==> src/rtl/edge_row_scanner_pkg.sv <==
// edge_row_scanner_pkg
//  Shared constants and types for the edge row scanner slice.
//  - DEFAULT_* : default geometry (nodes per graph, index width, weight width)
//  - EDGE_NONE : weight bit pattern meaning "no edge" (+inf, IEEE-754 single)
//  - ers_state_t : scanner FSM state encoding
package edge_row_scanner_pkg;

    localparam int DEFAULT_MAX_NODES   = 8;
    localparam int DEFAULT_INDEX_WIDTH = 3;
    localparam int DEFAULT_VALUE_WIDTH = 32;

    localparam logic [31:0] EDGE_NONE = 32'h7F80_0000;

    typedef enum logic [1:0] {
        ERS_IDLE  = 2'd0,
        ERS_SCAN  = 2'd1,
        ERS_DRAIN = 2'd2,
        ERS_DONE  = 2'd3
    } ers_state_t;

endpackage

==> src/rtl/edge_row_scanner_if.sv <==
// edge_row_scanner_if
//  Valid/ready edge stream from the scanner to the relax/update stage.
//  Ports (signals): edge_valid, edge_ready, edge_to, edge_weight.
//  master = producer (scanner), slave = consumer.
interface edge_row_scanner_if #(
    parameter int INDEX_WIDTH = 3,
    parameter int VALUE_WIDTH = 32
) ();
    logic                   edge_valid;
    logic                   edge_ready;
    logic [INDEX_WIDTH-1:0] edge_to;
    logic [VALUE_WIDTH-1:0] edge_weight;

    modport master (
        output edge_valid,
        output edge_to,
        output edge_weight,
        input  edge_ready
    );

    modport slave (
        input  edge_valid,
        input  edge_to,
        input  edge_weight,
        output edge_ready
    );
endinterface

==> src/rtl/edge_row_scanner_skid.sv <==
// edge_skid_buffer
//  Two-entry valid/ready FIFO holding {to_node, weight} pairs between the
//  cache return path and the edge output.
//  Ports: clock, reset (sync, active-low), in_valid/in_to/in_weight (push side),
//         out_valid/out_ready/out_to/out_weight (pop side), empty, count.
//  A push while full is dropped; the caller's credit scheme prevents that.
//  Output data is forced to zero while empty so idle outputs read as 0.
module edge_skid_buffer #(
    parameter int INDEX_WIDTH = 3,
    parameter int VALUE_WIDTH = 32
) (
    input  logic                   clock,
    input  logic                   reset,
    input  logic                   in_valid,
    input  logic [INDEX_WIDTH-1:0] in_to,
    input  logic [VALUE_WIDTH-1:0] in_weight,
    output logic                   out_valid,
    input  logic                   out_ready,
    output logic [INDEX_WIDTH-1:0] out_to,
    output logic [VALUE_WIDTH-1:0] out_weight,
    output logic                   empty,
    output logic [1:0]             count
);
    logic [1:0] count_reg;
    logic       wr_ptr_reg;
    logic       rd_ptr_reg;
    logic       push;
    logic       pop;

    logic [INDEX_WIDTH-1:0] ent_to [2];
    logic [VALUE_WIDTH-1:0] ent_wt [2];

    assign push = in_valid && (count_reg != 2'd2);
    assign pop  = out_valid && out_ready;

    genvar gi;
    generate
        for (gi = 0; gi < 2; gi++) begin : g_entry
            logic [INDEX_WIDTH-1:0] to_reg;
            logic [VALUE_WIDTH-1:0] wt_reg;

            always_ff @(posedge clock) begin
                if (!reset) begin
                    to_reg <= '0;
                    wt_reg <= '0;
                end else if (push && (wr_ptr_reg == 1'(gi))) begin
                    to_reg <= in_to;
                    wt_reg <= in_weight;
                end
            end

            assign ent_to[gi] = to_reg;
            assign ent_wt[gi] = wt_reg;
        end
    endgenerate

    always_ff @(posedge clock) begin
        if (!reset) begin
            count_reg  <= 2'd0;
            wr_ptr_reg <= 1'b0;
            rd_ptr_reg <= 1'b0;
        end else begin
            if (push) begin
                wr_ptr_reg <= ~wr_ptr_reg;
            end
            if (pop) begin
                rd_ptr_reg <= ~rd_ptr_reg;
            end
            case ({push, pop})
                2'b10:   count_reg <= count_reg + 2'd1;
                2'b01:   count_reg <= count_reg - 2'd1;
                default: count_reg <= count_reg;
            endcase
        end
    end

    assign out_valid  = (count_reg != 2'd0);
    assign out_to     = out_valid ? ent_to[rd_ptr_reg] : '0;
    assign out_weight = out_valid ? ent_wt[rd_ptr_reg] : '0;
    assign empty      = (count_reg == 2'd0);
    assign count      = count_reg;
endmodule

==> src/rtl/edge_row_scanner.sv <==
// edge_row_scanner
//  Streams all outgoing edges of one source node from the edge cache, in
//  ascending to_node order, and shares the cache's single port with the
//  graph loader.
//  Ports:
//   clock, reset            single clock, synchronous active-low reset
//   cfg_num_nodes           active node count, sampled at scan start
//   scan_start/scan_src     start pulse and source row
//   scan_busy/scan_done     status; done is a one-cycle pulse
//   ld_valid/ld_ready/ld_*  loader write port
//   edge_out                valid/ready edge stream (master side)
//   ec_*                    edge cache port; ec_edge_value returns 1 cycle after a read
module edge_row_scanner
    import edge_row_scanner_pkg::*;
#(
    parameter int MAX_NODES   = DEFAULT_MAX_NODES,
    parameter int INDEX_WIDTH = DEFAULT_INDEX_WIDTH,
    parameter int VALUE_WIDTH = DEFAULT_VALUE_WIDTH,
    parameter int SKIP_NONE   = 1,
    parameter int SKIP_SELF   = 1
) (
    input  logic                   clock,
    input  logic                   reset,
    input  logic [INDEX_WIDTH:0]   cfg_num_nodes,
    input  logic                   scan_start,
    input  logic [INDEX_WIDTH-1:0] scan_src,
    output logic                   scan_busy,
    output logic                   scan_done,
    input  logic                   ld_valid,
    output logic                   ld_ready,
    input  logic [INDEX_WIDTH-1:0] ld_from,
    input  logic [INDEX_WIDTH-1:0] ld_to,
    input  logic [VALUE_WIDTH-1:0] ld_data,
    edge_row_scanner_if.master     edge_out,
    output logic [INDEX_WIDTH-1:0] ec_from_node,
    output logic [INDEX_WIDTH-1:0] ec_to_node,
    output logic                   ec_read_enable,
    output logic                   ec_write_enable,
    output logic [VALUE_WIDTH-1:0] ec_write_data,
    input  logic [VALUE_WIDTH-1:0] ec_edge_value
);
    localparam logic [INDEX_WIDTH:0]   MAX_N     = (INDEX_WIDTH+1)'(MAX_NODES);
    localparam logic [VALUE_WIDTH-1:0] NONE_BITS = VALUE_WIDTH'(EDGE_NONE);

    ers_state_t             state_reg;
    logic [INDEX_WIDTH:0]   col_reg;    // one bit wider so a full row never wraps
    logic [INDEX_WIDTH:0]   n_reg;
    logic [INDEX_WIDTH-1:0] src_reg;
    logic                   ret_valid_reg;
    logic [INDEX_WIDTH-1:0] ret_col_reg;

    logic       read_fire;
    logic       write_fire;
    logic       drop;
    logic       push;
    logic       pop;
    logic [2:0] occ_next;
    logic       credit_ok;
    logic       last_col;
    logic       drained;
    logic       skid_empty;
    logic [1:0] skid_count;

    // Return filtering: discard "no edge" values and the self loop before buffering.
    assign drop = ((SKIP_NONE != 0) && (ec_edge_value == NONE_BITS)) ||
                  ((SKIP_SELF != 0) && (ret_col_reg == src_reg));
    assign push = ret_valid_reg && !drop;
    assign pop  = edge_out.edge_valid && edge_out.edge_ready;

    // Skid occupancy at the end of this cycle. A read issued now lands one
    // cycle later, so it is only safe if at most one slot is taken by then.
    assign occ_next  = {1'b0, skid_count} + {2'b00, push} - {2'b00, pop};
    assign credit_ok = (occ_next <= 3'd1);

    assign read_fire  = (state_reg == ERS_SCAN) && (n_reg != '0) && credit_ok;
    assign ld_ready   = reset && (state_reg == ERS_IDLE) && !scan_start;
    assign write_fire = ld_valid && ld_ready;
    assign last_col   = (col_reg == (n_reg - 1'b1));

    // Nothing in flight and the buffer empties this cycle.
    assign drained = !ret_valid_reg && (skid_empty || ((skid_count == 2'd1) && pop));

    always_ff @(posedge clock) begin
        if (!reset) begin
            state_reg     <= ERS_IDLE;
            col_reg       <= '0;
            n_reg         <= '0;
            src_reg       <= '0;
            ret_valid_reg <= 1'b0;
            ret_col_reg   <= '0;
        end else begin
            ret_valid_reg <= read_fire;
            ret_col_reg   <= col_reg[INDEX_WIDTH-1:0];
            case (state_reg)
                ERS_IDLE: begin
                    if (scan_start) begin
                        src_reg   <= scan_src;
                        n_reg     <= (cfg_num_nodes > MAX_N) ? MAX_N : cfg_num_nodes;
                        col_reg   <= '0;
                        state_reg <= ERS_SCAN;
                    end
                end
                ERS_SCAN: begin
                    if (n_reg == '0) begin
                        state_reg <= ERS_DONE;
                    end else if (read_fire) begin
                        col_reg <= col_reg + 1'b1;
                        if (last_col) begin
                            state_reg <= ERS_DRAIN;
                        end
                    end
                end
                ERS_DRAIN: begin
                    if (drained) begin
                        state_reg <= ERS_DONE;
                    end
                end
                ERS_DONE: begin
                    state_reg <= ERS_IDLE;
                end
                default: begin
                    state_reg <= ERS_IDLE;
                end
            endcase
        end
    end

    edge_skid_buffer #(
        .INDEX_WIDTH (INDEX_WIDTH),
        .VALUE_WIDTH (VALUE_WIDTH)
    ) u_skid (
        .clock      (clock),
        .reset      (reset),
        .in_valid   (push),
        .in_to      (ret_col_reg),
        .in_weight  (ec_edge_value),
        .out_valid  (edge_out.edge_valid),
        .out_ready  (edge_out.edge_ready),
        .out_to     (edge_out.edge_to),
        .out_weight (edge_out.edge_weight),
        .empty      (skid_empty),
        .count      (skid_count)
    );

    assign scan_busy = (state_reg != ERS_IDLE);
    assign scan_done = (state_reg == ERS_DONE);

    // Cache port mux: reads only happen in SCAN, writes only in IDLE.
    assign ec_read_enable  = read_fire;
    assign ec_write_enable = write_fire;
    assign ec_from_node    = read_fire ? src_reg :
                             (write_fire ? ld_from : '0);
    assign ec_to_node      = read_fire ? col_reg[INDEX_WIDTH-1:0] :
                             (write_fire ? ld_to : '0);
    assign ec_write_data   = write_fire ? ld_data : '0;
endmodule
==> src/flat_wrapper.sv <==
// flat-port wrapper written by rule: the top's interface ports become plain ports
module edge_row_scanner_flat import edge_row_scanner_pkg::*;
#(
    parameter int MAX_NODES   = DEFAULT_MAX_NODES,
    parameter int INDEX_WIDTH = DEFAULT_INDEX_WIDTH,
    parameter int VALUE_WIDTH = DEFAULT_VALUE_WIDTH,
    parameter int SKIP_NONE   = 1,
    parameter int SKIP_SELF   = 1
)
  (clock, reset, cfg_num_nodes, scan_start, scan_src, scan_busy, scan_done, ld_valid, ld_ready, ld_from, ld_to, ld_data, ec_from_node, ec_to_node, ec_read_enable, ec_write_enable, ec_write_data, ec_edge_value, edge_out_edge_valid, edge_out_edge_to, edge_out_edge_weight, edge_out_edge_ready);
  edge_row_scanner_if #(.INDEX_WIDTH(INDEX_WIDTH), .VALUE_WIDTH(VALUE_WIDTH)) edge_out_i ();
  input  logic clock;
  input  logic reset;
  input  logic [INDEX_WIDTH:0] cfg_num_nodes;
  input  logic scan_start;
  input  logic [INDEX_WIDTH-1:0] scan_src;
  output logic scan_busy;
  output logic scan_done;
  input  logic ld_valid;
  output logic ld_ready;
  input  logic [INDEX_WIDTH-1:0] ld_from;
  input  logic [INDEX_WIDTH-1:0] ld_to;
  input  logic [VALUE_WIDTH-1:0] ld_data;
  output logic [INDEX_WIDTH-1:0] ec_from_node;
  output logic [INDEX_WIDTH-1:0] ec_to_node;
  output logic ec_read_enable;
  output logic ec_write_enable;
  output logic [VALUE_WIDTH-1:0] ec_write_data;
  input  logic [VALUE_WIDTH-1:0] ec_edge_value;
  output wire logic [$bits(edge_out_i.edge_valid)-1:0] edge_out_edge_valid;
  output wire logic [$bits(edge_out_i.edge_to)-1:0] edge_out_edge_to;
  output wire logic [$bits(edge_out_i.edge_weight)-1:0] edge_out_edge_weight;
  input wire logic [$bits(edge_out_i.edge_ready)-1:0] edge_out_edge_ready;
  assign edge_out_edge_valid = edge_out_i.edge_valid;
  assign edge_out_edge_to = edge_out_i.edge_to;
  assign edge_out_edge_weight = edge_out_i.edge_weight;
  assign edge_out_i.edge_ready = edge_out_edge_ready;
  edge_row_scanner #(.MAX_NODES(MAX_NODES), .INDEX_WIDTH(INDEX_WIDTH), .VALUE_WIDTH(VALUE_WIDTH), .SKIP_NONE(SKIP_NONE), .SKIP_SELF(SKIP_SELF)) u_core (.clock(clock), .reset(reset), .cfg_num_nodes(cfg_num_nodes), .scan_start(scan_start), .scan_src(scan_src), .scan_busy(scan_busy), .scan_done(scan_done), .ld_valid(ld_valid), .ld_ready(ld_ready), .ld_from(ld_from), .ld_to(ld_to), .ld_data(ld_data), .edge_out(edge_out_i), .ec_from_node(ec_from_node), .ec_to_node(ec_to_node), .ec_read_enable(ec_read_enable), .ec_write_enable(ec_write_enable), .ec_write_data(ec_write_data), .ec_edge_value(ec_edge_value));
endmodule
==> config.mk <==
export PLATFORM = sky130hd
export DESIGN_NAME = edge_row_scanner_flat
export DESIGN_NICKNAME = d
export VERILOG_FILES = /design/src/rtl/edge_row_scanner_pkg.sv /design/src/rtl/edge_row_scanner_if.sv /design/src/rtl/edge_row_scanner_skid.sv /design/src/rtl/edge_row_scanner.sv /design/src/flat_wrapper.sv
export SDC_FILE = /design/constraint.sdc
export NUM_CORES = 1
export LEC_CHECK = 0
export BUFFER_PORTS_ARGS = -buffer_cell sky130_fd_sc_hd__clkbuf_2
export CORE_MARGIN = 1.5
export CORE_UTILIZATION = 55
export CTS_CLUSTER_SIZE = 28
export DETAILED_ROUTE_END_ITERATION = 12
export GPL_TIMING_DRIVEN = 0
export PLACE_DENSITY_LB_ADDON = 0.15
export REMOVE_ABC_BUFFERS = 1
export SYNTH_ARGS = -nofsm -noshare
export SYNTH_HDL_FRONTEND = slang
export SYNTH_SLANG_ARGS = --single-unit
==> constraint.sdc <==
create_clock -name clock -period 5.7 [get_ports clock]
set_input_delay 0.285 -clock clock [delete_from_list [all_inputs] [get_ports clock]]
set_output_delay 0.285 -clock clock [all_outputs]
set_load 0.03 [all_outputs]
==> flow_summary.json <==
{
  "outcome": "complete, no violations",
  "drc": 0,
  "arrival_ns": 4.12,
  "yosys_warnings": 0,
  "leakage_nw": 2.22,
  "grt_remaining_overflow": 0,
  "final_util_pct": 69.0,
  "dr_total_vias": 4823,
  "tightest_slew_ns": 0.953,
  "maxCapViolations": 0,
  "rows": 33,
  "antennaDiodeCount": 0,
  "cts_tree": "done",
  "cp_max_fo": 38,
  "syn_avg_cell_area_um2": 7.89,
  "max_freq_mhz": 227,
  "netlist_instances": 609,
  "ioPinCount": 161,
  "critPathLaunchType": "flop",
  "grt_pass1_vias": 4196,
  "worstSkewPairLatency_ns": 0.36,
  "relSlewSlack_pct": 36.5,
  "final.setup_skew_ns": 0.00825,
  "drtIter0Drc": 286,
  "post-place-cells": 822,
  "ys_types": 46,
  "dieWidth_um": 96.5,
  "setup_viol": 0,
  "ctsLongestPathBuffers": 2,
  "yosysTopAreaCellShare_pct": 37.9,
  "required_ns": 5.41,
  "drv_slew": 0,
  "drt-pass1-iter-count": 4,
  "ir_worst_vdd_v": 0.000205,
  "finalCritPeriodShare_pct": 77.4,
  "period_needed_ns": 4.41,
  "gp_congestion": 0.881,
  "track_usage_pct": 27.1,
  "cts_resized": 0,
  "final_cells": 838,
  "syn_area_um2": 4810,
  "postCtsSetupBuffers": 0,
  "yosys.area.top_type": "dfxtp_1",
  "cts.sinks": 91,
  "grt_pass1_wl_mm": 19.5,
  "cts-buffers-inserted": 9,
  "synth-seq-cells": 91,
  "cts_hold_buf": 0,
  "drive_gt1_share_pct": 25.9,
  "synth_area_leaders": "dfxtp_1 (38%), a21oi_1 (8.4%), nand3_1 (7.8%)",
  "setup_tns_ns": 0,
  "timing.final.hold_violations": 0,
  "path_clk_slew_ns": 0.09,
  "worstSetupPathType": "flop to primary output",
  "layout.nets": 824,
  "synthToLayoutAreaGrowth_pct": 19.8,
  "hp-class": "input port to flop",
  "grt_antenna_before_repair": 0,
  "largest_register_ffs": 64,
  "clockRootBuffer": "clkbuf_8",
  "portBuffers": 160,
  "core_um2": 8340,
  "dp_hpwl_mm": 8.60,
  "synth-seq-area-share_pct": 37.9,
  "powerDensity_nw_per_um2": 320,
  "die_h_um": 96.5,
  "rsz0062_at_grt": "no",
  "via_per_inst": 5.76,
  "start_util_pct": 57.6,
  "htree_levels": 3,
  "wirelength_mm": 12.8,
  "die-area_um2": 9310,
  "avgRoutedWirePerCell_um": 15.3,
  "grt_max_degree": 73,
  "postRouteAntennaNets": 0,
  "critPathCaptureType": "primary output"
}
==> final timing paths <==
kind,cells after the start,start,to,slack [ns]
max,13,u_core.u_skid.count[1],ec_from_node[2],1.29
min,3,scan_src[0],u_core.src_reg[0],0.17
max reg2reg,13,u_core.u_skid.count[1],u_core.col_reg[3],1.51
min reg2reg,2,u_core.u_skid.g_entry[1].wt_reg[7],u_core.u_skid.g_entry[1].wt_reg[7],0.48
==> cells in the mapped netlist (all sizes together) <==
cell type	n
a211oi	2
a21o	1
a21oi	81
a221o	1
a221oi	2
a32o	1
and2	36
and3	2
and4	1
and4b	2
buf	24
clkbuf	32
clkinv	3
dfxtp	91
fa	1
ha	13
inv	11
mux2	1
mux2i	36
nand2	23
nand2b	2
nand3	75
nand4	4
nor2	48
nor2b	4
nor3	2
nor3b	3
nor4	5
nor4b	2
o2111a	1
o2111ai	1
o211ai	2
o21a	1
o21ai	79
o221ai	1
o31ai	1
or3b	1
or4b	1
xnor2	7
xor2	5
==> cells by family (layout without fill, tap and decap cells) <==
kind of cell | after synthesis | count (layout) | synth area share (%)
simple gates | 211 | 211 | 22.4
compound gates | 174 | 174 | 19.1
flops | 91 | 91 | 37.9
buf+inv | 70 | 194 | 6.82
mux | 37 | 37 | 7.73
fa+ha+maj | 14 | 14 | 3.80
xor+xnor | 12 | 12 | 2.19
==> critical path: stages, from the launching register on <==
cell	delay (ns)
dfxtp_1	0.37
inv_1	0.12
ha_2	0.73
nor2b_1	0.24
ha_1	0.35
inv_1	0.07
ha_1	0.16
inv_1	0.05
fa_1	0.37
xor2_1	0.17
and4b_1	0.64
nand2_1	0.09
o21ai_0	0.14
clkbuf_2	0.26
==> final cells by class <==
type / count / area, um^2
Clock buffer: 9 / 124
Clock inverter: 7 / 76.3
Fill cell: 743 / 2580
Inverter: 14 / 60.1
Multi-Input combinational cell: 448 / 2660
Sequential cell: 91 / 1820
Tap cell: 105 / 131
Timing Repair Buffer: 164 / 881
==> cells in the final DEF (no fill, tap or decap), types with 5 or more instances in the layout <==
cell type / n
nor2_1: 48
ha_1: 12
nor4_1: 5
and2_1: 36
o21ai_0: 57
inv_1: 11
o21ai_1: 22
nand2_1: 23
mux2i_1: 36
a21oi_1: 81
clkbuf_2: 160
dfxtp_1: 89
nand3_1: 75
xnor2_1: 7
clkbuf_8: 9
xor2_1: 5
==> metrics by stage <==
| stage | power (mW) | setup WS [ns] | hold slack, ns | cell area, um^2 |
|---|---|---|---|---|
| detailed placement | 1.41 | 1.60 | 0.467 | 5560 |
| global route | 1.94 | 1.03 | 0.153 | 5760 |
| global placement | 1.39 | 0.715 | 0.459 | 5470 |
| CTS | 1.85 | 1.28 | 0.151 | 5760 |
| floorplan | 1.20 | 1.71 | 0.407 | 4540 |
| finish | 1.84 | 1.29 | 0.168 | 5760 |
==> power breakdown <==
group,switching [mW],internal [mW]
sequential,0.0545,0.670
combinational,0.439,0.233
clock,0.240,0.206
total,0.733,1.11
==> routing by layer <==
| layer | vias up | routed length, um | global-route usage (%) |
|---|---|---|---|
| met5 | - | 0 | 0 |
| met4 | 0 | 176 | 8.94 |
| met3 | 13 | 852 | 4.54 |
| met2 | 197 | 6530 | 48.7 |
| met1 | 2245 | 5270 | 32.7 |
| li1 | 2368 | - | - |
Power figures use the tool's default switching activity.
